===== src/rtl/sfp_pkg.sv =====
// Shared definitions for the sfp float format (sign, exponent, mantissa with hidden one)
// and the fixed-point geometry used by both fix-to-sfp and sfp-to-fix conversion.
package sfp_pkg;

    localparam int EXP_WIDTH    = 4;
    localparam int SIG_WIDTH    = 4;
    localparam int FORMAT_WIDTH = 1 + EXP_WIDTH + SIG_WIDTH;
    localparam int FIX_WIDTH    = 21;
    localparam int LSB_OFFSET   = 3;
    localparam int POS_WIDTH    = $clog2(FIX_WIDTH);
    localparam int EXP_MAX      = 2**EXP_WIDTH - 1;

    typedef struct packed {
        logic                 sign;
        logic [EXP_WIDTH-1:0] expo;
        logic [SIG_WIDTH-1:0] mant;
    } sfp_t;

    // Exponent 0 is reserved for zero, so the all-zero word is the only zero.
    localparam sfp_t SFP_ZERO = '0;
    localparam logic [EXP_WIDTH+SIG_WIDTH-1:0] SFP_SAT_MAG = '1;

    function automatic sfp_t sfp_saturate(input logic sign);
        return {sign, SFP_SAT_MAG};
    endfunction

endpackage


===== src/rtl/lead_one_det.sv =====
// Combinational leading-one detector: index of the highest set bit of vec,
// plus a zero flag (pos reads 0 when vec is all zeros).
module lead_one_det #(
    parameter int WIDTH = 21,
    parameter int POS_W = $clog2(WIDTH)
) (
    input  logic [WIDTH-1:0] vec,
    output logic [POS_W-1:0] pos,
    output logic             zero
);

    always_comb begin
        // NOTE: every always_comb output gets a default first so no path leaves it unassigned (no latch).
        pos = '0;
        for (int i = 0; i < WIDTH; i++) begin
            if (vec[i]) pos = POS_W'(i);
        end
    end

    assign zero = ~|vec;

endmodule


===== src/rtl/fix2sfp_pipe.sv =====
// Three-stage valid/ready converter from 21-bit two's-complement fixed point to sfp.
// Optional sticky overflow/underflow status: define FIX2SFP_STATUS_EN.
module fix2sfp_pipe
    import sfp_pkg::*;
(
    input  logic                    clk,
    input  logic                    rst,
    input  logic                    in_valid,
    output logic                    in_ready,
    input  logic [FIX_WIDTH-1:0]    fix_in,
    output logic                    out_valid,
    input  logic                    out_ready,
    output logic [FORMAT_WIDTH-1:0] sfp_out
`ifdef FIX2SFP_STATUS_EN
    ,
    input  logic                    clr_flags,
    output logic                    ovf_flag,
    output logic                    unf_flag
`endif
);

    localparam int EXPC_W = EXP_WIDTH + 2;

    logic v1, v2;
    logic load1, load2, load3;

    // S1 state
    logic                 sign1;
    logic [FIX_WIDTH-1:0] mag1;

    // S2 state
    logic                 sign2, zero2, guard2, sticky2;
    logic [POS_WIDTH-1:0] p2;
    logic [SIG_WIDTH-1:0] mant2;

    // S2 combinational
    logic [POS_WIDTH-1:0] lod_pos;
    logic                 lod_zero;
    logic [POS_WIDTH-1:0] shamt;
    logic [FIX_WIDTH-2:0] norm_frac;

    // S3 combinational
    logic [EXPC_W-1:0]    exp_raw, exp_rnd;
    logic [SIG_WIDTH:0]   mant_r;
    logic                 flush, round_up, sat;
    sfp_t                 result;

    // A stage may load when it is empty or its successor is loading this cycle.
    assign load3    = ~out_valid | out_ready;
    assign load2    = ~v2 | load3;
    assign load1    = ~v1 | load2;
    assign in_ready = load1 & ~rst;

    lead_one_det #(.WIDTH(FIX_WIDTH), .POS_W(POS_WIDTH)) u_lod (
        .vec  (mag1),
        .pos  (lod_pos),
        .zero (lod_zero)
    );

    // Shift the leading one into the bit just above norm_frac, dropping it (it is hidden).
    assign shamt     = POS_WIDTH'(FIX_WIDTH - 1) - lod_pos;
    assign norm_frac = (FIX_WIDTH-1)'(mag1 << shamt);

    always_comb begin
        exp_raw  = EXPC_W'(p2) - EXPC_W'(LSB_OFFSET);
        flush    = zero2 | (p2 < POS_WIDTH'(LSB_OFFSET + 1));
        round_up = guard2 & (sticky2 | mant2[0]);
        mant_r   = {1'b0, mant2} + {{SIG_WIDTH{1'b0}}, round_up};
        exp_rnd  = exp_raw + {{(EXPC_W-1){1'b0}}, mant_r[SIG_WIDTH]};
        sat      = ~flush & (exp_rnd > EXPC_W'(EXP_MAX));
        result   = SFP_ZERO;
        if (sat)
            result = sfp_saturate(sign2);
        else if (!flush)
            result = '{sign: sign2, expo: exp_rnd[EXP_WIDTH-1:0], mant: mant_r[SIG_WIDTH-1:0]};
    end

    // Control and output register; a mantissa carry leaves mant_r low bits at zero.
    always_ff @(posedge clk) begin
        if (rst) begin
            // NOTE: sequential state uses non-blocking assignments so all stages update from pre-edge values.
            v1        <= 1'b0;
            v2        <= 1'b0;
            out_valid <= 1'b0;
            sfp_out   <= '0;
        end else begin
            if (load1) v1        <= in_valid;
            if (load2) v2        <= v1;
            if (load3) out_valid <= v2;
            if (load3 && v2) sfp_out <= result;
        end
    end

    // NOTE: payload registers are not reset; the valid bits alone decide whether their contents matter.
    always_ff @(posedge clk) begin
        if (load1 && in_valid) begin
            sign1 <= fix_in[FIX_WIDTH-1];
            mag1  <= fix_in[FIX_WIDTH-1] ? -fix_in : fix_in;
        end
        if (load2 && v1) begin
            sign2   <= sign1;
            zero2   <= lod_zero;
            p2      <= lod_pos;
            mant2   <= norm_frac[FIX_WIDTH-2 -: SIG_WIDTH];
            guard2  <= norm_frac[FIX_WIDTH-2-SIG_WIDTH];
            sticky2 <= |norm_frac[FIX_WIDTH-3-SIG_WIDTH:0];
        end
    end

`ifdef FIX2SFP_STATUS_EN
    logic sat3, unf3;

    always_ff @(posedge clk) begin
        if (load3 && v2) begin
            sat3 <= sat;
            unf3 <= flush & ~zero2;
        end
    end

    // Flags accumulate on the output handshake; a clear wins over a same-cycle set.
    always_ff @(posedge clk) begin
        if (rst || clr_flags) begin
            ovf_flag <= 1'b0;
            unf_flag <= 1'b0;
        end else if (out_valid && out_ready) begin
            ovf_flag <= ovf_flag | sat3;
            unf_flag <= unf_flag | unf3;
        end
    end
`endif

endmodule


===== config.mk =====
export PLATFORM = sky130hd
export DESIGN_NAME = fix2sfp_pipe
export DESIGN_NICKNAME = d
export VERILOG_FILES = /design/src/rtl/sfp_pkg.sv /design/src/rtl/lead_one_det.sv /design/src/rtl/fix2sfp_pipe.sv
export SDC_FILE = /design/constraint.sdc
export NUM_CORES = 1
export LEC_CHECK = 0
export ABC_AREA = 0
export BUFFER_PORTS_ARGS = -buffer_cell sky130_fd_sc_hd__buf_2
export CORE_MARGIN = 2
export CORE_UTILIZATION = 50
export CTS_CLUSTER_SIZE = 12
export DETAILED_ROUTE_END_ITERATION = 8
export PLACE_DENSITY = 0.72
export SKIP_CTS_REPAIR_TIMING = 1
export SYNTH_ARGS = -nofsm -noshare
export SYNTH_HDL_FRONTEND = slang
export SYNTH_SLANG_ARGS = --single-unit

===== constraint.sdc =====
create_clock -name clk -period 4 [get_ports clk]
set_input_delay 0.4 -clock clk [delete_from_list [all_inputs] [get_ports clk]]
set_output_delay 0.4 -clock clk [all_outputs]
set_load 0.1 [all_outputs]

Word-level counts from Yosys, hierarchy flattened
Index checks and enable logic that the tools add are counted.

storage, ports and cells
  register bits after elaboration = 47
  input port bits = 25
  output and inout bits = 11
  word-level logic and storage cells = 63

operators by class
  add/sub/neg operators = 5
  magnitude comparators = 2
  shift operators = 1
  mux-type cells = 23
  bitwise gates (word level) = 13
  reduce and logical (&&, ||, !) cells = 6

operators with widths
  kind                                                            count
  two-way mux 4 bit                                               8
  two-way mux 5 bit                                               5
  negation 21 bit                                                 1
  OR reduction 21 bit                                             1
  << shifter 21 x 5 -> 20 bit                                     1
  two-way mux 20 bit                                              1
  two-way mux 9 bit                                               2
  OR reduction 15 bit                                             1
  two-way mux 3 bit                                               4
  adder 6 x 1 -> 6 bit                                            1
  greater-than comparator 6 x 4 -> 1 bit (second input constant)  1
  subtractor 5 x 2 -> 6 bit (second input constant)               1
  adder 4 x 1 -> 5 bit                                            1
  < comparator 5 x 3 -> 1 bit (second input constant)             1
  NOT 1 bit                                                       5
  bitwise OR 1 bit                                                5
  subtractor 5 bit (first input constant)                         1
  two-way mux 2 bit                                               2
  bitwise AND 1 bit                                               3
  logical AND 1 bit                                               3
  zero test 1 bit                                                 1
  two-way mux 1 bit                                               1

Logic depth before layout (Yosys ltp)
Gate-level depths: netlist (run 1).

  depth after elaboration = 23
  mapped depth = 14
  depth with buffers taken out = 13

Hierarchy
A second synthesis (run 1) with hierarchy kept.

second synthesis, totals
  cell total of the unflattened synthesis = 327
  area total of the unflattened synthesis = 3274.4 µm²

by module, submodules not included
  module        times used  cells each  area each (µm²)  sequential area each (µm²)
  fix2sfp_pipe  1           288         3024.2           1291.2
  lead_one_det  1           39          250.2            0.0

Worst setup path before layout (run 1)
OpenSTA, ideal clock, no wires.

  kind = reg2reg
  from = reg mag1[5]
  to = reg sticky2, data pin
  library setup time = 272 ps
  arrival = 3660 ps
  data required time = 3728 ps
  path slack = 68 ps
  stages on the path, launching flop included = 14
  buffers on the path = 2
  clock period less this slack = 3932 ps
  cells stage by stage = edfxtp_1 -> buf_6 -> nor2_1 -> a221oi_1 -> o41a_1 -> o41ai_4 -> clkbuf_1 -> ha_1 -> inv_1 -> mux4_1 -> or4_1 -> o31a_1 -> o41ai_2 -> a21oi_1

on the way
  longest elaborated chain between the ends = 19

ends and longest elaborated chain
  element                         RTL line             text
  start: declaration              fix2sfp_pipe.sv:29   logic [FIX_WIDTH-1:0] mag1;
  start signal: assignment        fix2sfp_pipe.sv:98   mag1 <= fix_in[FIX_WIDTH-1] ? -fix_in : fix_in;
  two-way mux 3 bit (3 in a row)  lead_one_det.sv:16   if (vec[i]) pos = POS_W'(i);
  two-way mux 4 bit (8 in a row)  lead_one_det.sv:16
  two-way mux 5 bit (5 in a row)  lead_one_det.sv:16
  subtractor 5 bit                fix2sfp_pipe.sv:61   assign shamt = POS_WIDTH'(FIX_WIDTH - 1) - lod_pos;
  << shifter 21 x 5 -> 20 bit *   fix2sfp_pipe.sv:62   assign norm_frac = (FIX_WIDTH-1)'(mag1 << shamt);
  OR reduction 15 bit *           fix2sfp_pipe.sv:106  sticky2 <= |norm_frac[FIX_WIDTH-3-SIG_WIDTH:0];
  end signal: assignment          fix2sfp_pipe.sv:106
  end: declaration                fix2sfp_pipe.sv:32   logic sign2, zero2, guard2, sticky2;

Mark *: on every way between the ends. The rest lies on a longest branch, timed or not.
A chain may end at the register's enable or synchronous reset.

Final worst setup path (run 1)
Ends and elaborated chain as after synthesis.

==> results of run 1 <==
[cells in the mapped netlist, types with 4 or more instances]
cell and number:
sky130_fd_sc_hd__nand3_1 9, sky130_fd_sc_hd__a21oi_1 23, sky130_fd_sc_hd__xnor2_1 20, sky130_fd_sc_hd__o21ai_0 18
sky130_fd_sc_hd__nor4_1 4, sky130_fd_sc_hd__clkbuf_1 10, sky130_fd_sc_hd__edfxtp_1 35, sky130_fd_sc_hd__nand2b_1 4
sky130_fd_sc_hd__dfxtp_1 12, sky130_fd_sc_hd__o41ai_1 4, sky130_fd_sc_hd__o31ai_1 7, sky130_fd_sc_hd__nor2b_1 4
sky130_fd_sc_hd__inv_1 11, sky130_fd_sc_hd__ha_1 6, sky130_fd_sc_hd__mux4_2 6, sky130_fd_sc_hd__nand2_1 32
sky130_fd_sc_hd__nor2_1 39, sky130_fd_sc_hd__mux2i_1 12, sky130_fd_sc_hd__or4_1 6, sky130_fd_sc_hd__a211oi_1 8
sky130_fd_sc_hd__xor2_1 6
[cell families after synthesis]
kind of cell             share of synthesized area, %
adder cells (fa/ha/maj)                          2.33
AND/OR/NAND/NOR                                  16.6
multiplexers                                     11.4
AO/OA/AOI/OAI                                    19.1
XOR/XNOR                                         7.05
buffers and inverters                            3.53
flip-flops                                       40.0
[area by class of cell]
class | count | area (µm²) | share of cell area (%)
multi-input combinational | 258 | 1830 | 50.4
sequential | 47 | 1290 | 35.6
timing repair buffer | 43 | 235 | 6.49
clock buffer | 7 | 119 | 3.28
tap | 77 | 96.3 | 2.66
inverter | 12 | 45.0 | 1.24
clock inverter | 1 | 11.3 | 0.311
[state kept, by name, summed over array words and instances, names as in the netlist, 4 cells and up]
name	cells
mag1	21
mant2	4
p2	5
sfp_out	9
[power groups by stage]
stage                     Clock (mW)  Sequential (mW)  Combinational (mW)
after CTS                      0.382            0.622               0.491
after floorplan                    0            0.632               0.360
after global placement             0            0.631               0.485
final                          0.377            0.624               0.499
after global routing           0.399            0.630               0.539
after detailed placement           0            0.634               0.487
[worst register-to-register path, delay by kind of cell, from the launching register on]
| family | cells | cell delay, ns |
|---|---|---|
| simple gates | 2 | 0.64 |
| buf+inv | 1 | 0.31 |
| mux | 1 | 0.61 |
| flops | 1 | 0.51 |
| compound gates | 6 | 1.33 |
[path summary, 6_finish.rpt]
check                 start  endpoint  slack (ns)  cells past startpoint
hold / removal    fix_in[0]   mag1[0]        0.30                      1
setup reg to reg    mag1[5]   sticky2        0.34                     10
hold reg to reg       sign1     sign2        0.47                      0
setup / recovery    mag1[5]   sticky2        0.34                     10
[layer usage]
| layer | global-route usage, % | vias up |
|---|---|---|
| met5 | 0 | - |
| met4 | 11.0 | 0 |
| met3 | 3.44 | 22 |
| met2 | 36.9 | 96 |
| met1 | 24.2 | 1284 |
| li1 | - | 1335 |
[through the flow]
stage / hold WS, ns / instances / instance area [µm²] / utilization [%]
after detailed placement: 0.437 / 437 / 3490 / 55.3
after global placement: 0.431 / 437 / 3490 / 55.3
after floorplan: 0.400 / 331 / 3230 / -
after global routing: 0.303 / 445 / 3620 / 57.4
after CTS: 0.305 / 445 / 3620 / 57.4
final: 0.301 / 445 / 3620 / 57.4
[layout by cell type, fill, tap and decap left out, types with 4 or more instances in the layout]
cell	n
sky130_fd_sc_hd__a21oi_1	23
sky130_fd_sc_hd__buf_4	8
sky130_fd_sc_hd__nand2_1	32
sky130_fd_sc_hd__or4_1	6
sky130_fd_sc_hd__nand3_1	9
sky130_fd_sc_hd__edfxtp_1	35
sky130_fd_sc_hd__dfxtp_1	12
sky130_fd_sc_hd__mux4_2	6
sky130_fd_sc_hd__nor2_1	39
sky130_fd_sc_hd__inv_1	11
sky130_fd_sc_hd__xor2_1	6
sky130_fd_sc_hd__a211oi_1	8
sky130_fd_sc_hd__nor4_1	4
sky130_fd_sc_hd__o21ai_0	18
sky130_fd_sc_hd__buf_2	35
sky130_fd_sc_hd__nand2b_1	4
sky130_fd_sc_hd__o41ai_1	4
sky130_fd_sc_hd__ha_1	6
sky130_fd_sc_hd__o31ai_1	7
sky130_fd_sc_hd__mux2i_1	12
sky130_fd_sc_hd__clkbuf_8	5
sky130_fd_sc_hd__xnor2_1	20
==> results_tabular.tex, run 1 <==
\begin{tabular}{lr}
\hline
Metric & Value \\
\hline
\multicolumn{2}{l}{\textbf{Run status}} \\
\quad Run status & finished, final reports clean \\
\multicolumn{2}{l}{\textbf{Routing}} \\
\quad Remaining design rule violation count & 0 \\
\quad WL met3 & 376 µm \\
\quad Via count & 2,737 \\
\quad DR top layer & met4 \\
\quad First-pass iteration count of the detailed router & 4 \\
\quad Routed WL & 7180 µm \\
\quad Initial drt markers & 170 \\
\quad ANT nets after route & 0 \\
\quad Via count normalized by instance count & 6.15 \\
\quad Detailed route wirelength on metal2 & 3670 µm \\
\quad Wire length the detailed router placed on met1 & 2880 µm \\
\quad Post-DR wirelength/cell & 16.1 µm \\
\multicolumn{2}{l}{\textbf{Global routing}} \\
\quad First-pass GRT wire length & 12,200 µm \\
\quad Total routing resource utilization after global routing & 20.9\% \\
\quad Pin count of the biggest net entering global routing & 23 \\
\quad Vias in the first global route & 2,699 \\
\quad Total gr overflow & 0 \\
\quad Initial antenna violation count & 0 \\
\multicolumn{2}{l}{\textbf{Synthesis}} \\
\quad Number of warnings reported in the yosys synthesis log & 0 \\
\quad Number of flip-flops and latches in the synthesized netlist & 47 \\
\quad Area of the mapped netlist & 0.00323 mm² \\
\quad Largest area contributor in the synthesized netlist & sky130\_fd\_sc\_hd\_\_edfxtp\_1 \\
\quad Share of the yosys chip area belonging to registers & 40.0\% \\
\quad Top-area cell type share of the netlist area & 32.6\% \\
\quad Avg Synthesized Cell Area & 9.75 µm² \\
\quad Gate count after technology mapping & 331 \\
\quad Leading post-synthesis cells by cell area & sky130\_fd\_sc\_hd\_\_edfxtp\_1, sky130\_fd\_sc\_hd\_\_dfxtp\_1, sky130\_fd\_sc\_hd\_\_xnor2\_1 \\
\quad Number of synthesized flops with an enable pin & 35 \\
\quad Number of distinct library cell variants in the gate-level netlist after synthesis & 56 \\
\quad Fraction of registers with async set or reset after synthesis & 0\% \\
\quad Predominant post-synthesis flop cell & sky130\_fd\_sc\_hd\_\_edfxtp\_1 \\
\quad Number of nets produced by synthesis & 362 \\
\multicolumn{2}{l}{\textbf{Die}} \\
\quad Core box area & 0.00631 mm² \\
\quad Number of placement rows & 29 \\
\quad Height of the chip & 84.4 µm \\
\quad Initial core utilization & 51.1\% \\
\quad Full die area & 0.00711 mm² \\
\quad Width of the die & 84.4 µm \\
\quad Total I/O pin count & 36 \\
\multicolumn{2}{l}{\textbf{Place}} \\
\quad Count of input and output buffers & 35 \\
\quad Post-DP HPWL & 5580 µm \\
\quad Worst-case setup slack after placement & 0.366 ns \\
\quad Routability Congestion & 0.910 \\
\multicolumn{2}{l}{\textbf{Critical path}} \\
\quad Type of element launching the critical path & flip-flop \\
\quad Critical setup path kind & flip-flop to flip-flop \\
\quad Cell with the biggest individual delay on the critical path & sky130\_fd\_sc\_hd\_\_mux4\_1 \\
\quad Family with the most delay on the worst path & compound AO/OA/AOI/OAI gates \\
\quad Maximum fanout encountered on the critical timing path & 18 \\
\quad Worst Setup End Kind & flip-flop \\
\quad Bufs and invs on worst path & 1 \\
\quad Critical path's largest stage delay & 0.60 ns \\
\quad Cells traversed along the worst timing path & nor2\_1 > a221oi\_1 > o41a\_1 > o41ai\_4 > buf\_4 > mux4\_1 > or4\_1 > o31a\_1 > o41ai\_2 > a21oi\_1 \\
\quad Worst EP required & 4.05 ns \\
\quad Data arrival time of the critical path & 3.71 ns \\
\multicolumn{2}{l}{\textbf{STA}} \\
\quad Count of final hold-check violations & 0 \\
\quad Sum of negative setup slack & 0 ns \\
\quad Setup violation total in the final timing report & 0 \\
\quad Final count of pins violating max slew & 0 \\
\quad Slew at the pin closest to its max-slew limit & 1.10 ns \\
\quad Worst slew margin relative to its limit & 26.3\% \\
\quad Unrepaired setup endpoints after global routing & false \\
\quad Maximum achievable frequency & 273 MHz \\
\quad Period minus WS final & 3.66 ns \\
\quad Skew final & 0.00809 ns \\
\quad Final cycle utilization of the critical path & 91.6\% \\
\quad Worst-case setup margin in the final layout & 0.336 ns \\
\multicolumn{2}{l}{\textbf{Power and ir drop}} \\
\quad Net switching power figure & 507 µW \\
\quad Max IR drop VDD & 208 µV \\
\quad Share of total power in sequential cells & 41.6\% \\
\quad Clock network fraction of design power & 25.2\% \\
\quad Net Sw Frac & 33.8\% \\
\quad Design internal power & 993 µW \\
\quad Share of power burned in combinational logic & 33.3\% \\
\quad LEAKAGE & 1.36 nW \\
\quad Power per unit of standard cell area & 414 mW/mm² \\
\quad Total power & 1.50 mW \\
\multicolumn{2}{l}{\textbf{Clocking}} \\
\quad Clock buffer depth & 2 \\
\quad Clock H-tree levels & 2 \\
\quad Clock-pin transition on the worst setup and hold timing paths & 0.10 ns \\
\quad CTS tree & done \\
\quad Clock tree root driver cell & sky130\_fd\_sc\_hd\_\_clkbuf\_8 \\
\quad TritonCTS sink count & 47 \\
\quad Clk\_lat worst skew & 0.31 ns \\
\quad CTS buffer count & 5 \\
\multicolumn{2}{l}{\textbf{Final layout}} \\
\quad Ant diodes & 0 \\
\quad Fill count & 576 \\
\quad Net count reported at finish & 398 \\
\quad Area growth from synthesis to layout & 12.2\% \\
\quad Proportion of layout cells with a drive suffix above 1 & 17.7\% \\
\multicolumn{2}{l}{\textbf{Flow run}} \\
\quad Max cap viols & 0 \\
\multicolumn{2}{l}{\textbf{Min path}} \\
\quad Class of the tightest hold or removal check & input pin to flip-flop \\
\hline
\end{tabular}
No activity file was read; power rests on OpenSTA's default activity.
==> run 2, diff against run 1 <==
--- a/config.mk
+++ b/config.mk
@@ -12,6 +12,7 @@
 export CTS_CLUSTER_SIZE = 12
 export DETAILED_ROUTE_END_ITERATION = 8
 export PLACE_DENSITY = 0.72
+export REMOVE_ABC_BUFFERS = 1
 export SKIP_CTS_REPAIR_TIMING = 1
 export SYNTH_ARGS = -nofsm -noshare
 export SYNTH_HDL_FRONTEND = slang
==> run 2 against run 1 <==
Against the previous run: cell count shrank 0.45%; first-iteration DRC count grew 15%; critical endpoint unchanged; clock skew is essentially flat; critical path depth is the same.
==> results_tabular.tex, run 2 (synthesis gave the netlist of run 1 again) <==
\begin{tabular}{lr}
\hline
Metric & Value \\
\hline
\multicolumn{2}{l}{\textbf{Critical path}} \\
\quad Worst Setup End Kind & flip-flop \\
\quad Worst EP required & 4.05 ns \\
\quad Type of element launching the critical path & flip-flop \\
\quad Critical setup path kind & flip-flop to flip-flop \\
\quad Cell with the biggest individual delay on the critical path & sky130\_fd\_sc\_hd\_\_mux4\_1 \\
\quad Data arrival time of the critical path & 3.68 ns \\
\quad Family with the most delay on the worst path & compound AO/OA/AOI/OAI gates \\
\quad Cells traversed along the worst timing path & nor2\_1 > a221oi\_1 > o41a\_1 > o41ai\_4 > buf\_4 > mux4\_1 > or4\_1 > o31a\_1 > o41ai\_2 > a21oi\_1 \\
\quad Bufs and invs on worst path & 1 \\
\quad Maximum fanout encountered on the critical timing path & 18 \\
\quad Critical path's largest stage delay & 0.59 ns \\
\multicolumn{2}{l}{\textbf{Routing}} \\
\quad Via count normalized by instance count & 5.93 \\
\quad Initial drt markers & 195 \\
\quad First-pass iteration count of the detailed router & 4 \\
\quad Routed WL & 6800 µm \\
\quad Via count & 2,629 \\
\quad Remaining design rule violation count & 0 \\
\quad ANT nets after route & 0 \\
\quad Post-DR wirelength/cell & 15.4 µm \\
\multicolumn{2}{l}{\textbf{Die}} \\
\quad Core box area & 0.00631 mm² \\
\quad Width of the die & 84.4 µm \\
\quad Full die area & 0.00711 mm² \\
\quad Total I/O pin count & 36 \\
\quad Height of the chip & 84.4 µm \\
\quad Number of placement rows & 29 \\
\quad Initial core utilization & 51.1\% \\
\multicolumn{2}{l}{\textbf{STA}} \\
\quad Count of final hold-check violations & 0 \\
\quad Final cycle utilization of the critical path & 90.8\% \\
\quad Worst slew margin relative to its limit & 23.8\% \\
\quad Sum of negative setup slack & 0 ns \\
\quad Unrepaired setup endpoints after global routing & false \\
\quad Worst-case setup margin in the final layout & 0.369 ns \\
\quad Maximum achievable frequency & 275 MHz \\
\quad Skew final & 0.00767 ns \\
\quad Setup violation total in the final timing report & 0 \\
\quad Final count of pins violating max slew & 0 \\
\quad Period minus WS final & 3.63 ns \\
\quad Slew at the pin closest to its max-slew limit & 1.14 ns \\
\multicolumn{2}{l}{\textbf{Final layout}} \\
\quad Commonest cells after routing, fill and taps aside & sky130\_fd\_sc\_hd\_\_nor2\_1, sky130\_fd\_sc\_hd\_\_edfxtp\_1, sky130\_fd\_sc\_hd\_\_buf\_2 \\
\quad Fill count & 555 \\
\quad Most common library cell in the layout ignoring fill and taps & sky130\_fd\_sc\_hd\_\_nor2\_1 \\
\quad Proportion of layout cells with a drive suffix above 1 & 17.2\% \\
\quad Ant diodes & 0 \\
\quad Largest regs & mag1 x21, sfp\_out x9, p2 x5 \\
\quad Area growth from synthesis to layout & 11.8\% \\
\quad Most flops, register & mag1 \\
\quad Net count reported at finish & 396 \\
\quad Flip-flop count of the largest register, all copies and words added & 21 \\
\multicolumn{2}{l}{\textbf{Clocking}} \\
\quad Clock buffer depth & 2 \\
\quad Clock tree root driver cell & sky130\_fd\_sc\_hd\_\_clkbuf\_8 \\
\quad CTS buffer count & 5 \\
\quad CTS tree & done \\
\quad Clk\_lat worst skew & 0.31 ns \\
\quad Clock-pin transition on the worst setup and hold timing paths & 0.09 ns \\
\quad Clock H-tree levels & 2 \\
\quad TritonCTS sink count & 47 \\
\multicolumn{2}{l}{\textbf{Global routing}} \\
\quad Pin count of the biggest net entering global routing & 23 \\
\quad Initial antenna violation count & 0 \\
\quad Total routing resource utilization after global routing & 20.4\% \\
\quad Total gr overflow & 0 \\
\quad First-pass GRT wire length & 11,700 µm \\
\quad Vias in the first global route & 2,499 \\
\multicolumn{2}{l}{\textbf{Place}} \\
\quad Worst-case setup slack after placement & 0.379 ns \\
\quad Routability Congestion & 0.889 \\
\quad Post-DP HPWL & 5290 µm \\
\quad Count of input and output buffers & 35 \\
\multicolumn{2}{l}{\textbf{Flow run}} \\
\quad Max cap viols & 0 \\
\multicolumn{2}{l}{\textbf{Run status}} \\
\quad Run status & finished, final reports clean \\
\multicolumn{2}{l}{\textbf{Power and ir drop}} \\
\quad Power per unit of standard cell area & 412 mW/mm² \\
\quad LEAKAGE & 1.35 nW \\
\quad Max IR drop VDD & 184 µV \\
\multicolumn{2}{l}{\textbf{Min path}} \\
\quad Class of the tightest hold or removal check & input pin to flip-flop \\
\hline
\end{tabular}
==> run 2: changes by cell type in the layout (fill, tap and decap cells not counted), sizes merged <==
cell	change
buf	-2
==> run 2: metrics by stage <==
step	area (µm²)	cells	total power [mW]	hold WS (ns)	util [%]
2_1_floorplan	3160	317	0.976	0.400	-
4_1_cts	3610	443	1.49	0.297	57.2
3_3_place_gp	3480	435	1.11	0.411	55.1
6_report	3610	443	1.49	0.299	57.2
5_1_grt	3610	443	1.56	0.300	57.2
3_5_place_dp	3480	435	1.11	0.424	55.1
==> run 2: area by class of cell <==
class                   instances  area (µm²)  area share, %
clock buffers                   7         119           3.29
multi-input cells             258        1830           50.6
flip-flops and latches         47        1290           35.8
repair buffers                 41         220           6.10
well taps                      77        96.3           2.67
clock inverters                 1        11.3          0.312
inverters                      12        45.0           1.25
==> run 2: worst paths after layout <==
path | startpoint | to | slack [ns] | depth (start not counted)
worst min register to register | sign1 | sign2 | 0.45 | 0
worst min-delay path | fix_in[0] | mag1[0] | 0.30 | 1
worst max register to register | mag1[5] | sticky2 | 0.37 | 10
worst max-delay path | mag1[5] | sticky2 | 0.37 | 10
==> run 2: power breakdown <==
part,total (mW),switching [mW],internal [mW]
clock network,0.382,0.178,0.204
registers,0.625,0.0485,0.576
logic,0.479,0.271,0.209
==> run 2: per-layer routing <==
layer  routed length (µm)  global-route usage (%)  vias up  share of wire (%)
met5                    0                       0        -                  0
met4                  165                    8.23        0                2.4
met3                  271                    3.34       12                4.0
met2                 3400                    34.1       73                 50
met1                 2970                    26.6     1209                 44
li1                     -                       -     1335                  -
==> run 2: worst reg2reg max path, stage by stage, from the launching register on <==
cell,delay (ns)
sky130_fd_sc_hd__edfxtp_1,0.52
sky130_fd_sc_hd__nor2_1,0.15
sky130_fd_sc_hd__a221oi_1,0.09
sky130_fd_sc_hd__o41a_1,0.37
sky130_fd_sc_hd__o41ai_4,0.33
sky130_fd_sc_hd__buf_4,0.31
sky130_fd_sc_hd__mux4_1,0.59
sky130_fd_sc_hd__or4_1,0.48
sky130_fd_sc_hd__o31a_1,0.13
sky130_fd_sc_hd__o41ai_2,0.31
sky130_fd_sc_hd__a21oi_1,0.10
